File: config.mk
export PLATFORM = sky130hd
export DESIGN_NAME = div_unit_flat
export DESIGN_NICKNAME = d
export VERILOG_FILES = /design/src/rtl/div_if.sv /design/src/rtl/div_unit.sv /design/src/flat_wrapper.sv
export SDC_FILE = /design/constraint.sdc
export NUM_CORES = 1
export LEC_CHECK = 0
export CORE_MARGIN = 10
export CORE_UTILIZATION = 45
export CTS_CLUSTER_SIZE = 12
export DETAILED_ROUTE_END_ITERATION = 10
export PLACE_DENSITY = 0.66
export SYNTH_ARGS = -nofsm -noshare
export SYNTH_HDL_FRONTEND = slang
export SYNTH_SLANG_ARGS = --single-unit
File: constraint.sdc
create_clock -name clock -period 18.4 [get_ports clock]
set_input_delay 3.68 -clock clock [delete_from_list [all_inputs] [get_ports clock]]
set_output_delay 3.68 -clock clock [all_outputs]
set_load 0.01 [all_outputs]
File: src/rtl/div_if.sv
// ----------------------------------------------------------------------------
// div_if
//   Handshake and data bundle between the control unit and the divider.
//
//   Signals:
//     CtoD     control -> divider  start request (level, sampled in IDLE)
//     A, B     control -> divider  dividend / divisor, two's complement
//     DtoC     divider -> control  done strobe, one cycle wide
//     DivZero  divider -> control  divide-by-zero flag, coincident with DtoC
//     busy     divider -> control  operation in progress
//     Hi, Lo   divider -> control  remainder / quotient of last division
//
//   Modports:
//     master  control side (drives the request and operands)
//     slave   divider side (drives the status and results)
// ----------------------------------------------------------------------------
interface div_if #(
    parameter int WIDTH = 32
);
    logic             CtoD;
    logic [WIDTH-1:0] A;
    logic [WIDTH-1:0] B;
    logic             DtoC;
    logic             DivZero;
    logic             busy;
    logic [WIDTH-1:0] Hi;
    logic [WIDTH-1:0] Lo;

    modport master (
        output CtoD, A, B,
        input  DtoC, DivZero, busy, Hi, Lo
    );

    modport slave (
        input  CtoD, A, B,
        output DtoC, DivZero, busy, Hi, Lo
    );
endinterface

File: src/rtl/div_unit.sv
// ----------------------------------------------------------------------------
// div_unit
//   Multicycle signed divider with MIPS DIV semantics. A restoring
//   shift/subtract loop on operand magnitudes produces one quotient bit per
//   clock; signs are reapplied when the result is written to Hi/Lo.
//   Quotient truncates toward zero, remainder takes the dividend's sign.
//
//   Ports:
//     clock  system clock, rising edge
//     reset  asynchronous, active-high reset
//     bus    div_if.slave
//              CtoD    in   start request (sampled only in IDLE)
//              A, B    in   dividend / divisor, latched on the accepting edge
//              DtoC    out  done strobe, one cycle
//              DivZero out  divide-by-zero flag, coincident with DtoC
//              busy    out  high in CALC and DONE
//              Hi      out  remainder of last completed nonzero division
//              Lo      out  quotient of last completed nonzero division
//
//   WIDTH must be even and >= 4.
// ----------------------------------------------------------------------------
module div_unit #(
    parameter int WIDTH = 32
) (
    input  logic  clock,
    input  logic  reset,
    div_if.slave  bus
);

    localparam int CW = $clog2(WIDTH);

    typedef enum logic [1:0] {
        IDLE = 2'd0,
        CALC = 2'd1,
        DONE = 2'd2
    } state_t;

    state_t           state_reg;
    logic [WIDTH-1:0] q_reg;       // dividend magnitude shifting out, quotient shifting in
    logic [WIDTH-1:0] r_reg;       // partial remainder
    logic [WIDTH-1:0] b_mag_reg;   // divisor magnitude
    logic [WIDTH-1:0] hi_reg;
    logic [WIDTH-1:0] lo_reg;
    logic [CW-1:0]    count_reg;
    logic             sign_a_reg;  // remainder sign = dividend sign
    logic             sign_q_reg;  // quotient sign = sign(A) xor sign(B)
    logic             dtoc_reg;
    logic             divzero_reg;

    // Operand magnitudes. Negating the most negative value yields the same
    // bit pattern, which read as unsigned is exactly 2^(WIDTH-1).
    logic [WIDTH-1:0] a_mag;
    logic [WIDTH-1:0] b_mag;

    assign a_mag = bus.A[WIDTH-1] ? (~bus.A + 1'b1) : bus.A;
    assign b_mag = bus.B[WIDTH-1] ? (~bus.B + 1'b1) : bus.B;

    // One restoring step. The shifted remainder is kept WIDTH+1 bits wide so
    // the borrow out of the trial subtraction is an exact "R' < |B|" test.
    logic [WIDTH:0]   r_shift;
    logic [WIDTH:0]   r_diff;
    logic             r_ge;
    logic [WIDTH-1:0] r_next;
    logic [WIDTH-1:0] q_next;

    assign r_shift = {r_reg, q_reg[WIDTH-1]};
    assign r_diff  = r_shift - {1'b0, b_mag_reg};
    assign r_ge    = ~r_diff[WIDTH];
    assign r_next  = r_ge ? r_diff[WIDTH-1:0] : r_shift[WIDTH-1:0];
    assign q_next  = {q_reg[WIDTH-2:0], r_ge};

    // Sign correction applied to the final step's results.
    logic [WIDTH-1:0] lo_final;
    logic [WIDTH-1:0] hi_final;

    assign lo_final = sign_q_reg ? (~q_next + 1'b1) : q_next;
    assign hi_final = sign_a_reg ? (~r_next + 1'b1) : r_next;

    always_ff @(posedge clock or posedge reset) begin
        if (reset) begin
            state_reg   <= IDLE;
            q_reg       <= '0;
            r_reg       <= '0;
            b_mag_reg   <= '0;
            hi_reg      <= '0;
            lo_reg      <= '0;
            count_reg   <= '0;
            sign_a_reg  <= 1'b0;
            sign_q_reg  <= 1'b0;
            dtoc_reg    <= 1'b0;
            divzero_reg <= 1'b0;
        end else begin
            case (state_reg)
                IDLE: begin
                    dtoc_reg    <= 1'b0;
                    divzero_reg <= 1'b0;
                    if (bus.CtoD) begin
                        if (bus.B == '0) begin
                            // Zero divisor: report immediately, results untouched.
                            state_reg   <= DONE;
                            dtoc_reg    <= 1'b1;
                            divzero_reg <= 1'b1;
                        end else begin
                            state_reg  <= CALC;
                            sign_a_reg <= bus.A[WIDTH-1];
                            sign_q_reg <= bus.A[WIDTH-1] ^ bus.B[WIDTH-1];
                            q_reg      <= a_mag;
                            b_mag_reg  <= b_mag;
                            r_reg      <= '0;
                            count_reg  <= CW'(WIDTH - 1);
                        end
                    end
                end

                CALC: begin
                    q_reg     <= q_next;
                    r_reg     <= r_next;
                    count_reg <= count_reg - 1'b1;
                    if (count_reg == '0) begin
                        // Last step: publish the signed results together with
                        // the done strobe so they are valid in the DONE cycle.
                        state_reg <= DONE;
                        lo_reg    <= lo_final;
                        hi_reg    <= hi_final;
                        dtoc_reg  <= 1'b1;
                    end
                end

                DONE: begin
                    state_reg   <= IDLE;
                    dtoc_reg    <= 1'b0;
                    divzero_reg <= 1'b0;
                end

                default: begin
                    state_reg   <= IDLE;
                    dtoc_reg    <= 1'b0;
                    divzero_reg <= 1'b0;
                end
            endcase
        end
    end

    assign bus.DtoC    = dtoc_reg;
    assign bus.DivZero = divzero_reg;
    assign bus.busy    = (state_reg != IDLE);
    assign bus.Hi      = hi_reg;
    assign bus.Lo      = lo_reg;

endmodule

File: src/flat_wrapper.sv
// flat-port wrapper written by rule: the top's interface ports become plain ports
module div_unit_flat 
#(
    parameter int WIDTH = 32
)
  (clock, reset, bus_CtoD, bus_A, bus_B, bus_DtoC, bus_DivZero, bus_busy, bus_Hi, bus_Lo);
  div_if #(.WIDTH(WIDTH)) bus_i ();
  input  logic clock;
  input  logic reset;
  input wire logic [$bits(bus_i.CtoD)-1:0] bus_CtoD;
  input wire logic [$bits(bus_i.A)-1:0] bus_A;
  input wire logic [$bits(bus_i.B)-1:0] bus_B;
  output wire logic [$bits(bus_i.DtoC)-1:0] bus_DtoC;
  output wire logic [$bits(bus_i.DivZero)-1:0] bus_DivZero;
  output wire logic [$bits(bus_i.busy)-1:0] bus_busy;
  output wire logic [$bits(bus_i.Hi)-1:0] bus_Hi;
  output wire logic [$bits(bus_i.Lo)-1:0] bus_Lo;
  assign bus_i.CtoD = bus_CtoD;
  assign bus_i.A = bus_A;
  assign bus_i.B = bus_B;
  assign bus_DtoC = bus_i.DtoC;
  assign bus_DivZero = bus_i.DivZero;
  assign bus_busy = bus_i.busy;
  assign bus_Hi = bus_i.Hi;
  assign bus_Lo = bus_i.Lo;
  div_unit #(.WIDTH(WIDTH)) u_core (.clock(clock), .reset(reset), .bus(bus_i));
endmodule
==> results_dict.tcl, run 1 <==
set metrics [dict create \
    muxShareOfSynthArea_pct 1.44 \
    start_util_pct 45.4 \
    post_drt_wl_per_cell_um 20.7 \
    path_cells "clkdlybuf4s50_1 > or4_1 > nor3_1 > nand4_1 > or4_1 > and2_1 > buf_4 > nand2_1 > nor2_1 > a21oi_1 > o22ai_1 > a21oi_1" \
    hold_path.class "register to register" \
    p_per_area_nw_per_um2 215 \
    cts_tree "yes" \
    hold_viol 0 \
    worstSetupStartpointType "primary input" \
    vias 11628 \
    synthXorXnorAreaFrac_pct 9.96 \
    cts_buffers 17 \
    crit_fanout 33 \
    synth_top_family_by_area "compound AO/OA/AOI/OAI gates" \
    swShare_pct 51.3 \
    post-route-min-period_ns 7.45 \
    antenna_found_initial 0 \
    grt_pass1_wl_um 62900 \
    setup_viol 0 \
    irDropWorstVdd_mv 0.0850 \
    critPathRequiredTime_ns 18.76 \
    cp_slowest_cell "nand2_1" \
    synth_seq_cells 171 \
    crit_family "simple AND/OR/NAND/NOR gates" \
    r2r_start "u_core.q_reg[31]" \
    slew_headroom_pct 21.2 \
    area_growth_pct 17.5 \
    synth_simple_gate_area_share_pct 18.0 \
    grt_use_total_pct 23.2 \
    clk_pin_slew_ns 0.07 \
    internal_power_uw 1490 \
    status "completed" \
    routed_wl_um 39500 \
    crit_arrival_ns 7.81 \
    endpoint "u_core.q_reg[0]" \
    remaining_drc_errors 0 \
    gp_congestion 0.960 \
    first_pass_iters 5 \
    fmax_mhz 134 \
    gr-total-overflow 0 \
    crit_buf_inv 2 \
    crit_cells 12 \
    synthAdderAreaFrac_pct 4.08 \
    finalMaxSlewViolations 0 \
    final_antenna_net_count 0 \
    period_share_pct 40.5 \
    nets 1663 \
    netlist_area_um2 12100 \
    diodes 0 \
    r2r-end "u_core.bus.Hi[26]" \
    combPwrFrac_pct 63.7 \
    synth_fp_nets 1584 \
    final_common_cell "nand2_1" \
    cp-end-kind "register" \
    synth_ff_type "dfrtp_1" \
    final_cell_mix "nand2_1, dfrtp_1, o21ai_0, clkdlybuf4s50_1, a21oi_1" \
    p_leak_uw 0.00572 \
    synth_warnings 0 \
    clk_root_buffer_cell "clkbuf_16" \
    netSwitchingPower_uw 1570 \
    nFillCells 2514 \
    ys_async_sr_fraction_pct 100 \
    cts_resized 0 \
    ctsHtreeMaxLevel 4 \
    syn_area_per_cell_um2 8.21 \
    drive_gt1_share_pct 5.03 \
    slowest_delay_ns 0.90 \
    rsz0062_at_grt "false" \
    synth_compound_area_share_pct 26.6 \
    synth-seq-area-share_pct 35.3 \
    p_seq_share_pct 24.0 \
    critPathKind "primary input to register" \
    hpwl_um 29400 \
    place_ws_ns 10.59 \
    clockPowerShare_pct 12.3 \
    finalSetupTns_ns 0 \
    hp-start "u_core.bus.Hi[22]" \
    netlist.area_leader.share_pct 35.3 \
    synth_cell_type_count 85 \
    skew_ns 0.0162 \
    crit_start "bus_B[8]" \
    max_cap_viol_count 0 \
    clk_latency_ns 0.44 \
    fin_ws_ns 10.95 \
    die_h_um 184 \
    cts_setup_buffers 0 \
    drtIter0Drc 1077 \
    io-pin-count 134 \
    coreArea_um2 26700 \
    clock_sinks 171 \
    vias_per_cell 6.08 \
    clock_path_buffers 2 \
    reg2reg_setup_slack_ns 12.67 \
    tightest_slew_ns 1.18 \
    die-area_um2 33900 \
    holdBufCountCts 0 \
    rows 60 \
    die_w_um 184 \
    ff2ff_path_depth 21 \
    numPortBuffers 133 \
    grt_max_degree 102 \
    synth_area_leaders "dfrtp_1, o21ai_0, xnor2_1" \
    synthCells 1478 \
    grt_pass1_vias 11306 \
    synth_edf_count 0 \
    yosysTopAreaCell "dfrtp_1" \
]
## cell families after synthesis
family,after synthesis
simple gates,458
flops,171
compound gates,514
xor+xnor,138
mux,17
buf+inv,141
fa+ha+maj,39
## worst min-delay path by stage
| stage | end | slack, ns | cells past startpoint |
|---|---|---|---|
| 6_report | u_core.bus.Hi[22] | 0.48 | 2 |
| 5_1_grt | u_core.bus.Lo[15] | 0.51 | 2 |
| 4_1_cts | u_core.bus.Hi[25] | 0.48 | 2 |
| 3_5_place_dp | u_core.bus.Hi[25] | 0.47 | 2 |
| 3_3_place_gp | u_core.bus.Hi[20] | 0.46 | 2 |
| 2_1_floorplan | u_core.b_mag_reg[10] | 0.45 | 2 |
## power groups by stage
stage | Clock (uW) | Combinational [uW] | Sequential (uW)
floorplan | 0 | 1370 | 672
global route | 398 | 2140 | 756
CTS | 382 | 1930 | 731
global placement | 0 | 1900 | 732
detailed placement | 0 | 1920 | 736
finish | 378 | 1950 | 735
## worst register-to-register path: cells and delay by family (launching register included)
family                     cells  cell delay [ns]
buffers and inverters          2             0.19
DFF                            1             0.48
AOI/OAI and AO/OA              8             2.73
adders and majority gates      3             0.89
and+or+nand+nor                7             1.12
xor gates and xnor gates       1             0.19
## metal layers
layer,GRT usage (%),share of wire [%]
met5,0,0
met4,7.64,2.6
met3,3.84,4.9
met2,39.2,49
met1,29.6,44
## through the flow
stage,area [um^2],total power (uW),utilization (%),cells,hold WS [ns]
2_1_floorplan,12100,2040,-,1478,0.450
4_1_cts,14300,3040,53.3,1911,0.485
5_1_grt,14300,3290,53.3,1911,0.508
6_report,14300,3060,53.3,1911,0.478
3_5_place_dp,13700,2650,51.1,1879,0.469
3_3_place_gp,13700,2630,51.1,1879,0.463
## synthesized netlist by cell type, types with 15 or more instances
cell      count
dfrtp_1     171
xnor2_1      87
o41ai_1      15
nor2_1       89
nor3_1       27
ha_1         38
or4_1        15
o21ai_0     167
or3_1        22
o22ai_1      64
xor2_1       51
inv_1        54
nand3_1      23
nand2_1     188
a21oi_1     112
o31ai_1      38
nand4_1      17
clkbuf_1     66
o21ai_1      15
## cell type report
| class | instances | area, um^2 | area share (%) |
|---|---|---|---|
| multi-input cells | 1166 | 7320 | 51.3 |
| clock buffers | 19 | 443 | 3.11 |
| inverters | 57 | 219 | 1.54 |
| well taps | 341 | 427 | 2.99 |
| clock inverters | 13 | 155 | 1.09 |
| repair buffers | 144 | 1410 | 9.92 |
| flip-flops and latches | 171 | 4280 | 30.0 |
(Power assumes the default switching activity.)
==> run 2: changes to the inputs <==
- clock period: 18.4 -> 7.58 ns (I/O delays scaled with it)
==> results_dict.tcl, run 2 (synthesis gave the netlist of run 1 again) <==
set metrics [dict create \
    drive_gt1_share_pct 5.09 \
    post_drt_wl_per_cell_um 20.6 \
    critPathRequiredTime_ns 7.87 \
    rsz0062_at_grt "false" \
    p_per_area_nw_per_um2 523 \
    post-route-min-period_ns 5.44 \
    path_cells "inv_1 > ha_1 > fa_1 > nand2b_1 > a211oi_4 > o211ai_4 > a2111oi_1 > a221o_2 > nor2_4 > inv_2 > nor2_1 > a21oi_1 > ha_1 > nand2_1 > nor4_1 > nand3_1 > o21a_1 > o31a_1 > o31ai_1 > xnor2_1 > o21ai_1" \
    io-pin-count 134 \
    slew_headroom_pct 13.4 \
    die_h_um 184 \
    crit_fanout 7 \
    cpMostUsedCell "ha_1" \
    coreArea_um2 26700 \
    grt_pass1_vias 11315 \
    clk_latency_ns 0.44 \
    ctsHtreeMaxLevel 4 \
    period_share_pct 71.8 \
    grt_pass1_wl_um 62900 \
    cp_slowest_cell "a2111oi_1" \
    slowest_delay_ns 0.51 \
    die_w_um 184 \
    final_common_cell "nand2_1" \
    hpwl_um 29800 \
    cp-end-kind "register" \
    clk_pin_slew_ns 0.07 \
    finalMaxSlewViolations 0 \
    crit_arrival_ns 5.73 \
    rows 60 \
    gr-total-overflow 0 \
    irDropWorstVdd_mv 0.205 \
    remaining_drc_errors 0 \
    skew_ns 0.0172 \
    start_util_pct 45.4 \
    cts_resized 0 \
    status "completed" \
    final_antenna_net_count 0 \
    vias_per_cell 6.04 \
    tightest_slew_ns 1.29 \
    drtIter0Drc 976 \
    routed_wl_um 39500 \
    cts_buffers 17 \
    first_pass_iters 8 \
    antenna_found_initial 0 \
    nets 1664 \
    grt_use_total_pct 23.3 \
    power_uw 7460 \
    grt_max_degree 87 \
    finalSetupTns_ns 0 \
    hold_viol 0 \
    p_leak_uw 0.00573 \
    utilization_pct 53.4 \
    numPortBuffers 133 \
    gp_congestion 0.953 \
    max_cap_viol_count 0 \
    die-area_um2 33900 \
    clock_path_buffers 2 \
    clk_root_buffer_cell "clkbuf_16" \
    cts_setup_buffers 0 \
    cts_tree "yes" \
    critPathKind "register to register" \
    hold_path.class "register to register" \
    area_growth_pct 17.6 \
    worstSetupStartpointType "register" \
    vias 11543 \
    crit_family "compound AO/OA/AOI/OAI gates" \
    fmax_mhz 184 \
    crit_buf_inv 2 \
    holdBufCountCts 0 \
    final_cell_mix "nand2_1, dfrtp_1, o21ai_0, clkdlybuf4s50_1, a21oi_1" \
    diodes 0 \
    setup_viol 0 \
    clock_sinks 171 \
]
run 2: path summary, 6_finish.rpt:
check / startpoint / to / slack [ns] / cells after the start
max in group asynchronous: reset / u_core.r_reg[31] / 4.83 / 3
worst max-delay path: u_core.q_reg[31] / u_core.bus.Hi[28] / 2.14 / 21
min in group asynchronous: reset / u_core.bus.Lo[11] / 1.49 / 2
worst max register to register: u_core.q_reg[31] / u_core.bus.Hi[28] / 2.14 / 21
worst min-delay path: u_core.bus.Hi[17] / u_core.bus.Hi[17] / 0.48 / 2
worst min register to register: u_core.bus.Hi[17] / u_core.bus.Hi[17] / 0.48 / 2
run 2: layer usage:
layer / part of all wire, % / wire [um] / GRT usage (%)
met1: 43 / 17100 / 29.4
met2: 49 / 19300 / 39.7
met3: 4.8 / 1880 / 3.78
met4: 3.1 / 1230 / 7.51
met5: 0 / 0 / 0
run 2: cell type report:
type                    count  area (um^2)
flip-flops and latches    171         4280
multi-input cells        1166         7310
inverters                  57          219
well taps                 341          427
repair buffers            145         1420
fillers                  2615        12500
clock inverters            14          185
clock buffers              18          429
run 2: metrics by stage:
stage	cells	setup slack (ns)	instance area, um^2	hold WS, ns
after global placement	1880	2.05	13700	0.462
after global routing	1912	1.72	14300	0.506
after detailed placement	1880	1.97	13700	0.470
after CTS	1912	2.20	14300	0.485
after floorplan	1478	1.43	12100	0.450
final	1912	2.14	14300	0.478
run 2: where the power goes:
part / switching (uW) / total (uW) / internal [uW] / leakage, uW
logic: 2940 / 4760 / 1810 / 0.00334
registers: 465 / 1770 / 1310 / 0.00210
clock network: 403 / 930 / 527 / 0.000298
run 2: tightest hold or removal path: stages (launching register included):
cell	delay (ns)
dfrtp_1	0.34
nand2_1	0.05
o21ai_0	0.06
